===== src/rtl/sprite_blit_writer.sv =====
// sprite_blit_writer: copies one SPRITE_W x SPRITE_H sprite of palette indices
// from the sprite RAM into the framebuffer RAM with its top-left corner at
// (x_pos, y_pos). Transparent pixels are skipped and off-screen pixels are
// clipped. The sprite RAM has a one-cycle registered read, so the design runs
// a two-stage pipeline: stage 1 issues the read address together with the
// sprite coordinates, and stage 2 sees the read data, decides whether to
// write, and registers the framebuffer write for the following cycle.
module sprite_blit_writer #(
    parameter int SPRITE_W          = 50,
    parameter int SPRITE_H          = 50,
    parameter int VIDEO_WIDTH       = 640,
    parameter int VIDEO_HEIGHT      = 480,
    parameter int SPR_ADDR_W        = 13,
    parameter int FB_ADDR_W         = 20,
    parameter int IDX_W             = 9,
    parameter int TRANSPARENT_INDEX = 0
) (
    input  logic                  clk,
    input  logic                  reset,
    input  logic                  start,
    input  logic [9:0]            x_pos,
    input  logic [8:0]            y_pos,
    output logic                  busy,
    output logic                  done,
    output logic [SPR_ADDR_W-1:0] spr_addr,
    input  logic [IDX_W-1:0]      spr_data,
    output logic [FB_ADDR_W-1:0]  fb_addr,
    output logic [IDX_W-1:0]      fb_data,
    output logic                  fb_wen
);

    localparam int CXW = (SPRITE_W > 1) ? $clog2(SPRITE_W) : 1;
    localparam int CYW = (SPRITE_H > 1) ? $clog2(SPRITE_H) : 1;

    typedef enum logic [1:0] {
        S_IDLE  = 2'd0,
        S_RUN   = 2'd1,
        S_DRAIN = 2'd2,
        S_DONE  = 2'd3
    } state_t;

    state_t                state_q, state_d;
    logic [9:0]            x0_q, x0_d;
    logic [8:0]            y0_q, y0_d;
    // Stage 1: coordinates of the address currently on spr_addr
    logic [CXW-1:0]        sx_q, sx_d;
    logic [CYW-1:0]        sy_q, sy_d;
    logic                  v1_q, v1_d;
    logic [SPR_ADDR_W-1:0] spr_addr_q, spr_addr_d;
    // Stage 2: coordinates that go with the spr_data arriving this cycle
    logic [CXW-1:0]        sx2_q, sx2_d;
    logic [CYW-1:0]        sy2_q, sy2_d;
    logic                  v2_q, v2_d;
    logic                  drain_q, drain_d;
    logic [FB_ADDR_W-1:0]  fb_addr_q, fb_addr_d;
    logic [IDX_W-1:0]      fb_data_q, fb_data_d;
    logic                  fb_wen_q, fb_wen_d;

    // Screen coordinates are one bit wider than the origin so a sprite
    // hanging off the right/bottom edge never wraps back on screen.
    logic [10:0] sxs;
    logic [9:0]  sys;
    logic        on_screen;
    logic        opaque;

    assign sxs       = {1'b0, x0_q} + 11'(sx2_q);
    assign sys       = {1'b0, y0_q} + 10'(sy2_q);
    assign on_screen = (sxs < 11'(VIDEO_WIDTH)) && (sys < 10'(VIDEO_HEIGHT));
    assign opaque    = (spr_data != IDX_W'(TRANSPARENT_INDEX));

    assign busy     = (state_q == S_RUN) || (state_q == S_DRAIN);
    assign done     = (state_q == S_DONE);
    assign spr_addr = spr_addr_q;
    assign fb_addr  = fb_addr_q;
    assign fb_data  = fb_data_q;
    assign fb_wen   = fb_wen_q;

    // Next-state, raster address generation and write decision
    always_comb begin
        state_d    = state_q;
        x0_d       = x0_q;
        y0_d       = y0_q;
        sx_d       = sx_q;
        sy_d       = sy_q;
        v1_d       = 1'b0;
        spr_addr_d = spr_addr_q;
        drain_d    = drain_q;
        sx2_d      = sx_q;
        sy2_d      = sy_q;
        v2_d       = v1_q;
        fb_addr_d  = fb_addr_q;
        fb_data_d  = fb_data_q;
        fb_wen_d   = 1'b0;

        case (state_q)
            S_IDLE: begin
                if (start) begin
                    x0_d       = x_pos;
                    y0_d       = y_pos;
                    sx_d       = '0;
                    sy_d       = '0;
                    spr_addr_d = '0;
                    v1_d       = 1'b1;
                    state_d    = S_RUN;
                end
            end
            S_RUN: begin
                if ((sx_q == CXW'(SPRITE_W - 1)) && (sy_q == CYW'(SPRITE_H - 1))) begin
                    // Last address has been issued; let the pipeline empty.
                    drain_d = 1'b0;
                    state_d = S_DRAIN;
                end else begin
                    v1_d       = 1'b1;
                    spr_addr_d = spr_addr_q + SPR_ADDR_W'(1);
                    if (sx_q == CXW'(SPRITE_W - 1)) begin
                        sx_d = '0;
                        sy_d = sy_q + CYW'(1);
                    end else begin
                        sx_d = sx_q + CXW'(1);
                    end
                end
            end
            S_DRAIN: begin
                if (drain_q) begin
                    state_d = S_DONE;
                end else begin
                    drain_d = 1'b1;
                end
            end
            S_DONE: begin
                state_d = S_IDLE;
            end
            default: begin
                state_d = S_IDLE;
            end
        endcase

        if (v2_q && opaque && on_screen) begin
            fb_wen_d  = 1'b1;
            fb_addr_d = FB_ADDR_W'(sxs) + FB_ADDR_W'(sys) * FB_ADDR_W'(VIDEO_WIDTH);
            fb_data_d = spr_data;
        end
    end

    // State, pipeline and output registers with synchronous reset
    always_ff @(posedge clk) begin
        if (reset) begin
            state_q    <= S_IDLE;
            x0_q       <= '0;
            y0_q       <= '0;
            sx_q       <= '0;
            sy_q       <= '0;
            v1_q       <= 1'b0;
            spr_addr_q <= '0;
            sx2_q      <= '0;
            sy2_q      <= '0;
            v2_q       <= 1'b0;
            drain_q    <= 1'b0;
            fb_addr_q  <= '0;
            fb_data_q  <= '0;
            fb_wen_q   <= 1'b0;
        end else begin
            state_q    <= state_d;
            x0_q       <= x0_d;
            y0_q       <= y0_d;
            sx_q       <= sx_d;
            sy_q       <= sy_d;
            v1_q       <= v1_d;
            spr_addr_q <= spr_addr_d;
            sx2_q      <= sx2_d;
            sy2_q      <= sy2_d;
            v2_q       <= v2_d;
            drain_q    <= drain_d;
            fb_addr_q  <= fb_addr_d;
            fb_data_q  <= fb_data_d;
            fb_wen_q   <= fb_wen_d;
        end
    end

endmodule


===== config.mk =====
export PLATFORM = sky130hd
export DESIGN_NAME = sprite_blit_writer
export DESIGN_NICKNAME = d
export VERILOG_FILES = /design/src/rtl/sprite_blit_writer.sv
export SDC_FILE = /design/constraint.sdc
export NUM_CORES = 1
export LEC_CHECK = 0
export ABC_AREA = 1
export CORE_UTILIZATION = 55
export CTS_CLUSTER_DIAMETER = 200
export CTS_CLUSTER_SIZE = 25
export DETAILED_ROUTE_END_ITERATION = 10
export PLACE_DENSITY = 0.81
export SETUP_SLACK_MARGIN = 0.5
export SYNTH_ARGS = -nofsm -noshare
export SYNTH_HDL_FRONTEND = slang
export SYNTH_SLANG_ARGS = --single-unit

===== constraint.sdc =====
create_clock -name clk -period 7.4 [get_ports clk]
set_clock_uncertainty 0.2 [all_clocks]
set_input_delay 1.48 -clock clk [delete_from_list [all_inputs] [get_ports clk]]
set_output_delay 1.48 -clock clk [all_outputs]
set_load 0.005 [all_outputs]

==> metrics.md, run 1 <==
| Metric | Value |
|---|---|
| Outcome | `complete, but fails checks` |
| Failing checks | `design-rule violations` |
| CP arrival | `3990 ps` |
| Slowest stage delay, CP | `700 ps` |
| NumNets Final | `856` |
| Total placed cells including tap cells | `879` |
| Asr flop ratio synth | `0` |
| Synth warn | `0` |
| Hold_buf cts | `0` |
| Initial DRT Pass Iterations | `8` |
| Synthesized area | `0.00512 sq mm` |
| Max-slew violations | `0` |
| Logic pwr share | `0.419` |
| Final WL | `10.9 mm` |
| Register bit total from synthesis | `91` |
| Area Overhead vs Synth | `19.1%` |
| Max rail drop VDD | `0.178 mV` |
| Fillcell total | `736` |
| Most frequent cell after synthesis | `nor2_1` |
| Post-synth top cells | `121 x nor2_1, 117 x nand2_1, 91 x dfxtp_1, 87 x inv_1, 50 x o21ai_0` |
| Antenna fix cells | `0` |
| Width of the die | `98.5 um` |
| Remaining global-route overflow | `0` |
| Max_cap viols | `0` |
| Final Hold Fails | `0` |
| Min-Delay Path Class | `reg2reg` |
| Highest clock rate | `256 MHz` |
| Slowest cell on the critical path | `a21oi_1` |
| Avg Inst Size Synth | `7.17 sq um` |
| CTS max path bufs | `2` |
| Critical Path, Cell by Cell | `clkdlybuf4s50_1 -> nand2_1 -> inv_1 -> a21oi_1 -> o21ai_0 -> a21oi_1` |
| Final Cycle Share | `0.527` |
| Global-route wire length before repair | `19.0 mm` |
| Mapped Cells | `between 700 and 800` |
| Worst R2R Start | `y0_q[0]` |
| Clk root buf | `clkbuf_8` |
| Hold wc startpoint | `v1_q` |
| Finish-stage setup viols | `0` |
| Placement Setup Slack | `3170 ps` |
| All-Layer GR Usage | `0.238` |
| PnR worst setup slack | `approximately 3500 ps` |
| CTS resizes | `0` |
| Max transition margin | `0.484` |
| Clock transition at path regs | `about 90 ps` |
| WS Path Type | `in2reg` |
| CP max FO | `27` |
| WHS Endpoint | `v2_q` |
| WL per Instance | `about 12 um` |
| CTS tree | `built` |
| PortBufs | `75` |
| Setup TNS | `0 ps` |
| Syn_nets | `a little under 800` |
| DRC | `8` |
| Clock sinks | `91` |
| Top cells by area, synth | `dfxtp_1 36%, ha_1 9.5%, nor2_1 8.9%` |
| Number of global-route vias before repair | `4,539` |
| Reg2reg end | `fb_addr[17]` |
| Number of setup buffers added after CTS | `0` |
| H-tree depth | `3` |
| Core Region | `slightly below 0.009 sq mm` |
| I/O pins | `76` |
| DRT iter0 DRCs | `164` |
| Remaining antenna violation count after routing | `0` |
| Total number of vias | `4,625` |
| Post-synth cell types | `42` |
| Post-synth top area cell | `dfxtp_1` |
| Starting density of the core | `0.579` |
| Vias per cell | `5.17` |
| R2R setup slack | `3510 ps` |
| Seq/Total Area, Yosys | `0.356` |
| Synth Flop Type | `dfxtp_1` |
| Startpoint class of the critical path | `primary input` |
| Reg power frac | `0.385` |
| Tmin final | `3900 ps` |
| Worst EP required | `7490 ps` |
| Final weighted congestion in routability-driven placement | `0.893` |
| Sw Pwr | `between 0.6 and 0.7 mW` |
| Worst Tran Pin Value | `772 ps` |
| Leakage | `2.74 nW` |
| Total die area | `0.00970 sq mm` |
| Hold depth | `2` |
| Hpwl dp | `8.37 mm` |
| Power share of the clock group | `0.196` |
| CTS Buf Count | `9` |
| Worst Reg-to-Reg Cells | `20` |
| Net Sw Frac | `0.386` |
| Pwr dens | `265 mW/mm^2` |
| Largest net degree at the start of global routing | `35` |
| Top cell by count, worst path | `a21oi_1` |
| Fin cells | `895` |
| Pint | `~1 mW` |
| Clk_lat worst skew | `350 ps` |
| Initial antenna violation count | `0` |
| Post-synth top area share | `0.356` |
| Rows | `34` |
| EDFF count, synth | `0` |
| Die height | `98.5 um` |
| Worst setup EP type | `flop` |
| Layout cell share with drive strength beyond 1 | `0.0559` |
| RSZ-0062 raised after global routing | `false` |
## registers in the layout, indices dropped and copies added (netlist names)
name,cells
sy2_d,6
sx2_d,6
drain_q,1
v1_q,1
fb_data,9
fb_wen,1
spr_addr,13
fb_addr,20
x0_q,10
state_q,2
y0_q,9
sx2_q,6
sy2_q,6
v2_q,1
## cell type report
type / count / area [sq um] / area share
well taps: 108 / 135 / 0.0222
multi-input cells: 511 / 2840 / 0.466
repair buffers: 77 / 766 / 0.126
clock buffers: 12 / 155 / 0.0254
flip-flops and latches: 91 / 1820 / 0.299
clock inverters: 4 / 32.5 / 0.00534
inverters: 92 / 345 / 0.0566
## worst max-delay path by stage
stage                     startpoint     endpoint  slack, ps
after floorplan              y0_q[0]  fb_addr[17]       3850
after global placement         start  spr_addr[4]       3220
after detailed placement       start  spr_addr[4]       3170
after CTS                    y0_q[0]  fb_addr[17]       3500
after global routing         y0_q[0]  fb_addr[19]       3190
final                          start  spr_addr[4]       3500
## metrics by stage
step,cell area (sq um),power [mW],hold slack [ps],util
finish,6100,1.62,212,0.689
CTS,6100,1.62,211,0.689
floorplan,5120,1.11,188,-
global route,6100,1.75,224,0.689
detailed placement,5910,1.30,200,0.668
global placement,5910,1.28,192,0.668
## power groups by stage
stage / combinational (mW) / sequential, mW / clock (mW)
floorplan: 0.490 / 0.624 / 0
global placement: 0.651 / 0.630 / 0
detailed placement: 0.670 / 0.633 / 0
CTS: 0.678 / 0.622 / 0.323
global route: 0.769 / 0.634 / 0.344
finish: 0.677 / 0.622 / 0.317
## cells in the final DEF, fill, tap and decap left out, drive strengths merged
cell and n:
fa 4, a31oi 1, buf 2, nor4 3
clkbuf 12, nand3 38, xnor2 12, a211oi 2
inv 91, nor3b 4, nand2b 1, clkinv 3
nand4 9, nor3 19, nand3b 2, o21ai 61
dfxtp 91, or2 6, o211a 1, xor2 13
clkinvlp 2, nor2 129, ha 39, o211ai 1
clkdlybuf4s50 75, a21oi 45, nand2 119, o21bai 2
## metal layers
metal,part of all wire,up-vias,track usage
met1,0.44,2061,0.279
met2,0.49,111,0.432
li1,-,2433,-
met3,0.048,20,0.0404
met5,0,-,0
met4,0.023,0,0.0918
## cells by family (layout without fill, tap and decap cells)
kind of cell	after synthesis	after routing	share of synthesized area
buffers and inverters	112	185	0.0894
and+or+nand+nor	330	330	0.281
adders and majority gates	43	43	0.111
xor gates and xnor gates	25	25	0.0457
AOI/OAI and AO/OA	113	113	0.117
DFF	91	91	0.356
## critical path, delay by kind of cell
| family | cells | cell delay, ps |
|---|---|---|
| AND/OR/NAND/NOR | 1 | 580 |
| buffers and inverters | 2 | 850 |
| AO/OA/AOI/OAI | 3 | 1060 |
Note: power is estimated with default switching activity, not from simulation.
==> inputs of run 2 (changes only) <==
==> constraint.sdc (replaced) <==
create_clock -name clk -period 3.8 [get_ports clk]
set_clock_uncertainty 0.2 [all_clocks]
set_input_delay 0.76 -clock clk [delete_from_list [all_inputs] [get_ports clk]]
set_output_delay 0.76 -clock clk [all_outputs]
set_load 0.005 [all_outputs]
==> run 2 against run 1 <==
Net effect:
- the flow still finishes with violations (design-rule violations)
- routed wire length rose by 20%
- setup slack got worse by 3400 ps
- first-iteration DRC count up 22%
- global-route usage is 1.4 points higher
- count of clock-buffer cells in the layout fell by 2
- sequential cell count unchanged
- clock power grew 93%
- core utilization up 6.8 points
- sequential share of layout area fell by 2.6 points
- non-clock buffer count is 26 higher
- via count grew 8.8%
- combinational power rose to 2.6 times the previous value
- largest cell class unchanged
- highest routed layer unchanged
==> metrics.md, run 2 (synthesized netlist as in run 1, its figures left out) <==
| Metric | Value |
|---|---|
| Outcome | `complete, but fails checks` |
| Failing checks | `design-rule violations` |
| Hpwl dp | `8.51 mm` |
| Finish-stage setup viols | `0` |
| Area Overhead vs Synth | `30.7%` |
| R2R setup slack | `between 60 and 70 ps` |
| Leading cell types in the layout, fill and taps excluded | `115 x nor2_1, 108 x nand2_1, 88 x dfxtp_1, 79 x inv_1, 75 x clkdlybuf4s50_1` |
| Total power | `3.57 mW` |
| Layout cell share with drive strength beyond 1 | `0.167` |
| Clk_lat worst skew | `roughly 370 ps` |
| Clk root buf | `clkbuf_8` |
| Worst EP required | `3910 ps` |
| Design Area, Final | `0.00670 sq mm` |
| Rows | `34` |
| Most common cell after layout, fill and taps aside | `nor2_1` |
| Initial antenna violation count | `0` |
| Die height | `approximately 100 um` |
| Remaining global-route overflow | `0` |
| Critical Path, Cell by Cell | `ha_4 -> inv_4 -> fa_2 -> xnor2_2 -> ha_1 -> ha_4 -> ha_1 -> nand2_1 -> nor2_1 -> nor3_2 -> or2_1 -> nor3_2 -> nand2_2 -> nor2_2 -> nand2_1 -> nor2_1 -> nor2_1 -> nor2_1` |
| CTS tree | `built` |
| Fin cells | `921` |
| WL per Instance | `14.3 um` |
| Width of the die | `~100 um` |
| Starting density of the core | `0.579` |
| Reg power frac | `0.344` |
| Global-route wire length before repair | `approximately 20 mm` |
| Core Region | `0.00885 sq mm` |
| Top cell by count, worst path | `nor2_1` |
| DRC | `8` |
| Sw Pwr | `1.44 mW` |
| Dpl cell area | `0.00603 sq mm` |
| Final WL | `13.1 mm` |
| I/O pins | `76` |
| Logic pwr share | `0.484` |
| Slowest stage delay, CP | `390 ps` |
| Vias per cell | `5.46` |
| Worst Tran Pin Value | `793 ps` |
| NumNets Final | `882` |
| RSZ-0062 raised after global routing | `true` |
| Worst setup EP type | `flop` |
| Antenna fix cells | `0` |
| Total die area | `0.00970 sq mm` |
| Slowest cell on the critical path | `fa_2` |
| Clock sinks | `91` |
| Power share of the clock group | `0.171` |
| WS Path Type | `reg2reg` |
| Fillcell total | `654` |
| Total placed cells including tap cells | `881` |
| Pwr dens | `between 500 and 600 mW/mm^2` |
| Clock transition at path regs | `100 ps` |
| All-Layer GR Usage | `0.252` |
| Startpoint class of the critical path | `flop` |
| Largest net degree at the start of global routing | `39` |
| Min-Delay Path Class | `reg2reg` |
| Total number of vias | `5,031` |
| CTS Buf Count | `9` |
| Leakage | `2.91 nW` |
| Max rail drop VDD | `0.318 mV` |
| CTS max path bufs | `2` |
| PnR worst setup slack | `around 69 ps` |
| Max FFs per register | `20` |
| Max_cap viols | `0` |
| DRT iter0 DRCs | `200` |
| Final core utilization | `0.757` |
| Final Hold Fails | `0` |
| Number of global-route vias before repair | `4,723` |
| Remaining antenna violation count after routing | `0` |
| Max-slew violations | `0` |
| CP max FO | `4` |
| Hold_buf cts | `0` |
| Highest clock rate | `268 MHz` |
| Tmin final | `3730 ps` |
| Initial DRT Pass Iterations | `8` |
| Max transition margin | `0.471` |
| Final weighted congestion in routability-driven placement | `0.912` |
| Pint | `2.13 mW` |
| Hold WS | `209 ps` |
| Placement Setup Slack | `174 ps` |
| Net Sw Frac | `0.404` |
| PortBufs | `75` |
| Setup TNS | `0 ps` |
| CP arrival | `3840 ps` |
| H-tree depth | `3` |
| Final Cycle Share | `0.982` |
==> run 2: cell types whose count changed in the layout (fill, tap and decap cells not counted), moves of 5 or more <==
cell	before	now
inv_1	87	79
buf_4	2	24
ha_4	0	11
nand2_2	2	9
nor2_1	121	115
nand3_1	35	29
xor2_1	12	7
inv_2	3	10
nand2_1	117	108
ha_1	39	25
nand3_2	3	9
==> run 2: path summary, 6_finish.rpt <==
kind / start / endpoint / cells after the start
setup reg to reg: y0_q[0] / fb_addr[19] / 18
hold / removal: v1_q / v2_q / 2
setup / recovery: y0_q[0] / fb_addr[19] / 18
hold reg to reg: v1_q / v2_q / 2
==> run 2: area by class of cell <==
| class | instances | area [sq um] | area share |
|---|---|---|---|
| tap | 108 | 135 | 0.0202 |
| multi-input combinational | 511 | 3230 | 0.483 |
| clock buffer | 10 | 128 | 0.0191 |
| inverter | 92 | 348 | 0.0520 |
| timing repair buffer | 103 | 976 | 0.146 |
| clock inverter | 6 | 48.8 | 0.00729 |
| sequential | 91 | 1830 | 0.273 |
==> run 2: power by group through the flow <==
stage               logic (mW)  registers (mW)  clock network, mW
finish                    1.73            1.23              0.611
global route              1.89            1.24              0.666
CTS                       1.53            1.22              0.623
detailed placement        1.40            1.23                  0
global placement          1.37            1.23                  0
floorplan                 1.03            1.22                  0
==> run 2: worst max-delay path: cells and delay by family, from the launching register on <==
family / cells / cell delay, ps
adder cells (fa/ha/maj): 5 / 1390
XOR/XNOR: 1 / 280
buffers and inverters: 1 / 40
flip-flops: 1 / 370
AND/OR/NAND/NOR: 11 / 1400
==> run 2: layer usage <==
metal / track usage / part of all wire / vias up
li1: - / - / 2485
met1: 0.284 / 0.41 / 2338
met2: 0.472 / 0.51 / 160
met3: 0.0454 / 0.048 / 48
met4: 0.0941 / 0.033 / 0
met5: 0 / 0 / -
==> run 2: timing repair <==
action | CTS | global route
endpoints found under the setup margin | 6 | 8
setup buffers | 13 | 11
endpoints found under the hold margin | 0 | 0
pin swaps | 27 | 27
gates cloned | 0 | 0
gates resized for setup | 21 | 44
